### config.mk
export PLATFORM = sky130hd
export DESIGN_NAME = instr_fetch
export DESIGN_NICKNAME = d
export VERILOG_FILES = /design/src/rtl/cpu_pkg.sv /design/src/rtl/jump_predecode.sv /design/src/rtl/instr_fetch.sv
export SDC_FILE = /design/constraint.sdc
export NUM_CORES = 1
export LEC_CHECK = 0
export ABC_AREA = 1
export CORE_MARGIN = 1
export CORE_UTILIZATION = 50
export DETAILED_ROUTE_END_ITERATION = 6
export HOLD_SLACK_MARGIN = 0.1
export PLACE_DENSITY = 0.86
export SLEW_MARGIN = 20
export SYNTH_ARGS = -nofsm -noshare
export SYNTH_HDL_FRONTEND = slang
export SYNTH_SLANG_ARGS = --single-unit
### constraint.sdc
create_clock -name clk -period 2.35 [get_ports clk]
set_input_delay 0.3525 -clock clk [delete_from_list [all_inputs] [get_ports clk]]
set_output_delay 0.3525 -clock clk [all_outputs]
set_load 0.01 [all_outputs]
### src/rtl/cpu_pkg.sv
// Shared CPU constants: jump opcodes and the default reset fetch address.
package cpu_pkg;

    localparam logic [5:0]  OP_J             = 6'b000010;
    localparam logic [5:0]  OP_JAL           = 6'b000011;
    localparam logic [31:0] DEFAULT_RESET_PC = 32'h0000_0000;

endpackage

### src/rtl/jump_predecode.sv
// Combinational predecode of absolute j/jal targets so fetch can follow
// them without a bubble.
module jump_predecode
    import cpu_pkg::*;
(
    input  logic [31:0] pc,
    input  logic [31:0] instr,
    output logic        is_jump,
    output logic [31:0] target
);

    logic [31:0] seq_pc;

    assign seq_pc  = pc + 32'd4;
    assign is_jump = (instr[31:26] == OP_J) || (instr[31:26] == OP_JAL);
    // Region bits come from the delay-slot address, low bits from the word index.
    assign target  = (seq_pc & 32'hF000_0000) | {4'b0000, instr[25:0], 2'b00};

endmodule

### src/rtl/instr_fetch.sv
// Instruction fetch stage: PC register, IF/ID pipeline register with
// valid/ready handshake, redirect handling and a sticky misaligned-redirect fault.
module instr_fetch
    import cpu_pkg::*;
#(
    parameter logic [31:0] RESET_PC = DEFAULT_RESET_PC
) (
    input  logic        clk,
    input  logic        reset,
    output logic [31:0] imem_addr,
    input  logic [31:0] imem_instr,
    input  logic        redirect_valid,
    input  logic [31:0] redirect_pc,
    output logic        id_valid,
    input  logic        id_ready,
    output logic [31:0] id_instr,
    output logic [31:0] id_pc,
    output logic [31:0] id_pc_plus4,
    output logic        fetch_fault,
    output logic [31:0] fault_pc
);

    logic [31:0] pc;
    logic [31:0] pc_plus4;
    logic [31:0] jump_target;
    logic [31:0] next_pc;
    logic        is_jump;
    logic        load;
    logic        redirect;

    jump_predecode u_predecode (
        .pc      (pc),
        .instr   (imem_instr),
        .is_jump (is_jump),
        .target  (jump_target)
    );

    assign imem_addr = pc;
    assign pc_plus4  = pc + 32'd4;
    assign next_pc   = is_jump ? jump_target : pc_plus4;
    // A faulted stage is dead until reset: no loads, no redirects.
    assign load      = !fetch_fault && (!id_valid || id_ready);
    assign redirect  = redirect_valid && !fetch_fault;

    // PC, IF/ID register and fault capture; redirect beats load, reset beats all.
    always_ff @(posedge clk) begin
        if (reset) begin
            pc          <= RESET_PC;
            id_valid    <= 1'b0;
            id_instr    <= 32'h0;
            id_pc       <= 32'h0;
            id_pc_plus4 <= 32'h0;
            fetch_fault <= 1'b0;
            fault_pc    <= 32'h0;
        end else if (redirect) begin
            id_valid <= 1'b0;
            if (redirect_pc[1:0] == 2'b00) begin
                pc <= redirect_pc;
            end else begin
                fetch_fault <= 1'b1;
                fault_pc    <= redirect_pc;
            end
        end else if (load) begin
            id_instr    <= imem_instr;
            id_pc       <= pc;
            id_pc_plus4 <= pc_plus4;
            id_valid    <= 1'b1;
            pc          <= next_pc;
        end
    end

endmodule

Word-level counts from Yosys, hierarchy flattened
Index checks and enable logic that the tools add are counted.
{"block": "op_classes", "n_reduce_logical": 12, "eq_ne": 3, "add_sub_neg": 1, "mux": 4, "bitwise": 3}
{"operator": "32-bit two-way mux", "count": 4}
{"operator": "32-bit by 3-bit adder with 32-bit output (second input constant)", "count": 1}
{"operator": "32-bit by 28-bit bitwise OR with 32-bit output", "count": 1}
{"operator": "6-bit by 2-bit == test with 1-bit output (second input constant)", "count": 2}
{"operator": "2-bit AND reduction", "count": 3}
{"operator": "1-bit logical AND", "count": 2}
{"operator": "1-bit zero test", "count": 2}
{"operator": "2-bit zero test", "count": 1}
{"operator": "1-bit logical OR", "count": 2}
{"operator": "2-bit by 1-bit inequality test with 1-bit output (second input constant)", "count": 1}
{"operator": "1-bit inverter", "count": 2}
{"operator": "2-bit nonzero test", "count": 1}
{"operator": "2-bit OR reduction", "count": 1}
{"block": "totals", "regBits": 162, "input_bits": 68}

Logic depth before layout (Yosys ltp)
{"block": "logic_depth", "depth_word": 5, "depth_mapped": 10, "mapped_depth_nobuf": 10}

Modules after synthesis
From an unflattened synthesis, not the netlist that was laid out.
{"block": "hier_totals", "hier_cells": 1064, "area_unflattened_um2": 7478.4}
{"mod": "instr_fetch", "area_each_um2": 6925.4, "cells_each": 956, "n_inst": 1}
{"mod": "jump_predecode", "area_each_um2": 553.0, "cells_each": 108, "n_inst": 1}

Worst setup path after synthesis
No wires, ideal clock.
{"block": "synth_path", "path_type": "reg-to-reg", "from": "register pc[2], in the netlist imem_addr[2]", "to": "register id_pc_plus4[30]", "arrival_ns": 1.460, "synth_period_minus_slack_ns": 1.573, "setup_ns": 0.113, "n_path_buf": 0, "slack_ns": 0.777, "required_ns": 2.237, "path_stages_with_launch": 11, "cell_sequence": "dfxtp_1 -> ha_1 -> nand3_1 -> nor2_2 -> nand2_2 -> nor2_2 -> nand2_1 -> nand2_1 -> nand2_1 -> o21ai_1 -> inv_1"}
{"block": "synth_between", "elab_chain_cells": 1}
{"element": "start, declared", "line": "instr_fetch.sv:23", "source": "logic [31:0] pc;"}
{"element": "start signal, assigned", "line": "instr_fetch.sv:58", "source": "pc <= redirect_pc;"}
{"element": "start signal, assigned", "line": "instr_fetch.sv:68", "source": "pc <= next_pc;"}
{"element": "32-bit by 3-bit adder with 32-bit output", "line": "instr_fetch.sv:39", "source": "assign pc_plus4 = pc + 32'd4;"}
{"element": "end signal, assigned", "line": "instr_fetch.sv:66", "source": "id_pc_plus4 <= pc_plus4;"}
{"element": "end, declared", "line": "instr_fetch.sv:18", "source": "output logic [31:0] id_pc_plus4,"}
Every way passes these cells.
A chain may end at the register's enable or synchronous reset.

Worst setup path in the final report
{"block": "layout_path", "from": "register pc[3], in the netlist imem_addr[3]", "to": "register pc[12], in the netlist imem_addr[12]"}
{"block": "layout_between", "elab_chain_cells": 4}
{"element": "32-bit by 3-bit adder with 32-bit output", "line": "instr_fetch.sv:39"}
{"element": "32-bit two-way mux", "line": "instr_fetch.sv:40", "source": "assign next_pc = is_jump ? jump_target : pc_plus4;"}
{"element": "32-bit two-way mux", "line": "instr_fetch.sv:63", "source": "end else if (load) begin"}
{"element": "32-bit two-way mux", "line": "instr_fetch.sv:55", "source": "end else if (redirect) begin"}
Every way passes these cells. The select of a mux whose other input is x is not followed.

==> metrics <==
status complete, no violations; CTS clock-pin slew for the worst setup and hold paths roughly 60 ps; global-route wire length before repair 35300 µm; Placed Instances between 1000 and 1500; Hold Path Class flip-flop to flip-flop; vias in the first global route around 6900; Via density 5.49; Mapped Nets between 1000 and 1500; number of enable flip-flop cells after synthesis 0; DR WL/cell between 15 and 20 µm; vias 7471; RSZ-0062 raised after global routing no; crit path buf inv count 0; detailed-router iteration count before antenna repair 5; core box area ~13000 µm²; gr ovfl total 0; Root Buffer clkbuf_16; drt initial violations roughly 580; dominant cell type by area after synthesis dfxtp_1; most numerous cell in the Yosys netlist nand2_1; dpl cell area 9310 µm²; largest net degree at the start of global routing roughly 120; Ant. Diodes 0; P&R area growth vs syn 43.1%; Netlist cell types 25; largest stage delay on the critical path around 480 ps; cells after synthesis around 970; CP dominant cell by count nand2_1; worst-path cell chain ha_1 > nand3_1 > nor2_2 > nand2_2 > xor2_1 > nand2_1 > nand2_1 > a21oi_1; Die Wd between 100 and 150 µm; Syn. warnings 0; Finished Layout Cells approximately 1400; cell area after layout between 9000 and 10000 µm²; MaxCap Viol Count 0; PostCTS Resize Cnt 0; CP Data Required Time 2670 ps; CTS tree done; type of origin of the critical path flip-flop; P per Cell Area 784 nW/µm²; total track usage approximately a third; post-synth top area share 46.4%; Worst EP arrival roughly 2300 ps; CP max stage cell dfxtp_1; Starting Density 51.7%; Crit Path Max Fanout 6; setup slack after placement 240 ps; initial antenna violation count 0; worst setup margin between 400 and 500 ps; full die area between 10000 and 15000 µm²; leak pwr between 3 and 4 nW; Tcrit/Tclk final between 80 and 90%; clock tree buffer depth 2; Num CTS Buffers 17; Final setup viols 0; largest cells by area after synthesis dfxtp_1 (46%), nand2_1 (9.7%), a21oi_1 (9.1%); Final min period 1930 ps; Post-synth top cells nand2_1 (179), dfxtp_1 (160), a21oi_1 (125), nor2_1 (123), o21ai_0 (122); DR DRC count 0; global placement routability congestion 0.907; final wirelength roughly 23000 µm; f_max between 500 and 600 MHz; post-DP HPWL approximately 16000 µm; Max IR drop VDD 0.439 mV; Max Clock Skew just over 7 ps; crit path kind flip-flop to flip-flop; I/O pins 230; H-tree depth 4; Hold Fails Final Rpt 0; slew margin rel. roughly two thirds; Mapped Area 6900 µm²; setup TNS 0 ps; # nets final 1242; clock sinks 160; Worst Tran Pin Value roughly 530 ps; Port Buffer Count approximately 230; Clock Latency Late Sink 430 ps; Synth Register Bits 160; WHS between 400 and 500 ps; Die Height 119 µm; delay-heaviest family, CP simple AND/OR/NAND/NOR gates; CP Capture Type flip-flop; Most used DFF post-synth dfxtp_1; sequential-to-total area share from yosys stat ~46%; fin. max-slew vios 0; Routed Antenna Nets 0; Tot Pwr between 7 and 8 mW; FP Rows 42; post-CTS setup buffer count 0; layout cell share with drive strength beyond 1 6.24%; Post-Syn Area per Cell a little over 7 µm²; CTS Hold Buffers Added 0; asr flop ratio synth 0%; Util after Layout 74.0%
-- metal layers --
layer | up-vias | wire (µm) | GRT usage (%)
met4 | 0 | 876 | 15.9
met2 | 397 | 10900 | 54.3
met1 | 3430 | 9120 | 37.5
met3 | 64 | 1900 | 7.52
li1 | 3580 | - | -
met5 | - | 0 | 0
-- state kept, by name, indices dropped and copies added, names as in the netlist --
register	cells
fault_pc	32
fetch_fault	1
id_instr	32
id_pc	32
id_pc_plus4	30
id_valid	1
imem_addr	32
-- cell families after synthesis --
family	synth area share (%)
XOR/XNOR	1.14
adder cells (fa/ha/maj)	0.181
AO/OA/AOI/OAI	21.2
AND/OR/NAND/NOR	22.6
buffers and inverters	8.47
flip-flops	46.4
-- area by class of cell --
cell class                      instances  area, µm²
Clock buffer                           23        488
Clock inverter                          9       82.6
Fill cell                            1055       3470
Inverter                               82        310
Multi-Input combinational cell        667       3120
Sequential cell                       160       3200
Tap cell                              176        220
Timing Repair Buffer                  245       2450
-- power breakdown --
group          internal, mW  switching [mW]
combinational         0.873           0.930
clock                  1.57            1.11
sequential             3.01           0.254
-- tightest hold or removal path, cell delays in order, from the launching register on --
cell,delay [ps]
dfxtp_1,300
nand2_1,60
a21oi_1,50
-- path summary, 6_finish.rpt --
| check | startpoint | end | slack (ps) | depth (start not counted) |
|---|---|---|---|---|
| worst min register to register | fault_pc[6] | fault_pc[6] | 460 | 2 |
| worst min-delay path | fault_pc[6] | fault_pc[6] | 460 | 2 |
| worst max-delay path | imem_addr[3] | imem_addr[12] | 420 | 8 |
| worst max register to register | imem_addr[3] | imem_addr[12] | 420 | 8 |
-- layout by cell type, fill, tap and decap left out, types with 13 or more instances in the layout --
| cell | n |
|---|---|
| nand2_1 | 179 |
| nor2_1 | 122 |
| clkbuf_16 | 17 |
| a21oi_1 | 125 |
| dfxtp_1 | 160 |
| buf_4 | 13 |
| o21ai_0 | 122 |
| clkdlybuf4s50_1 | 229 |
| inv_1 | 77 |
| nand3_1 | 46 |
| o211ai_1 | 27 |
Power figures use the tool's default switching activity.
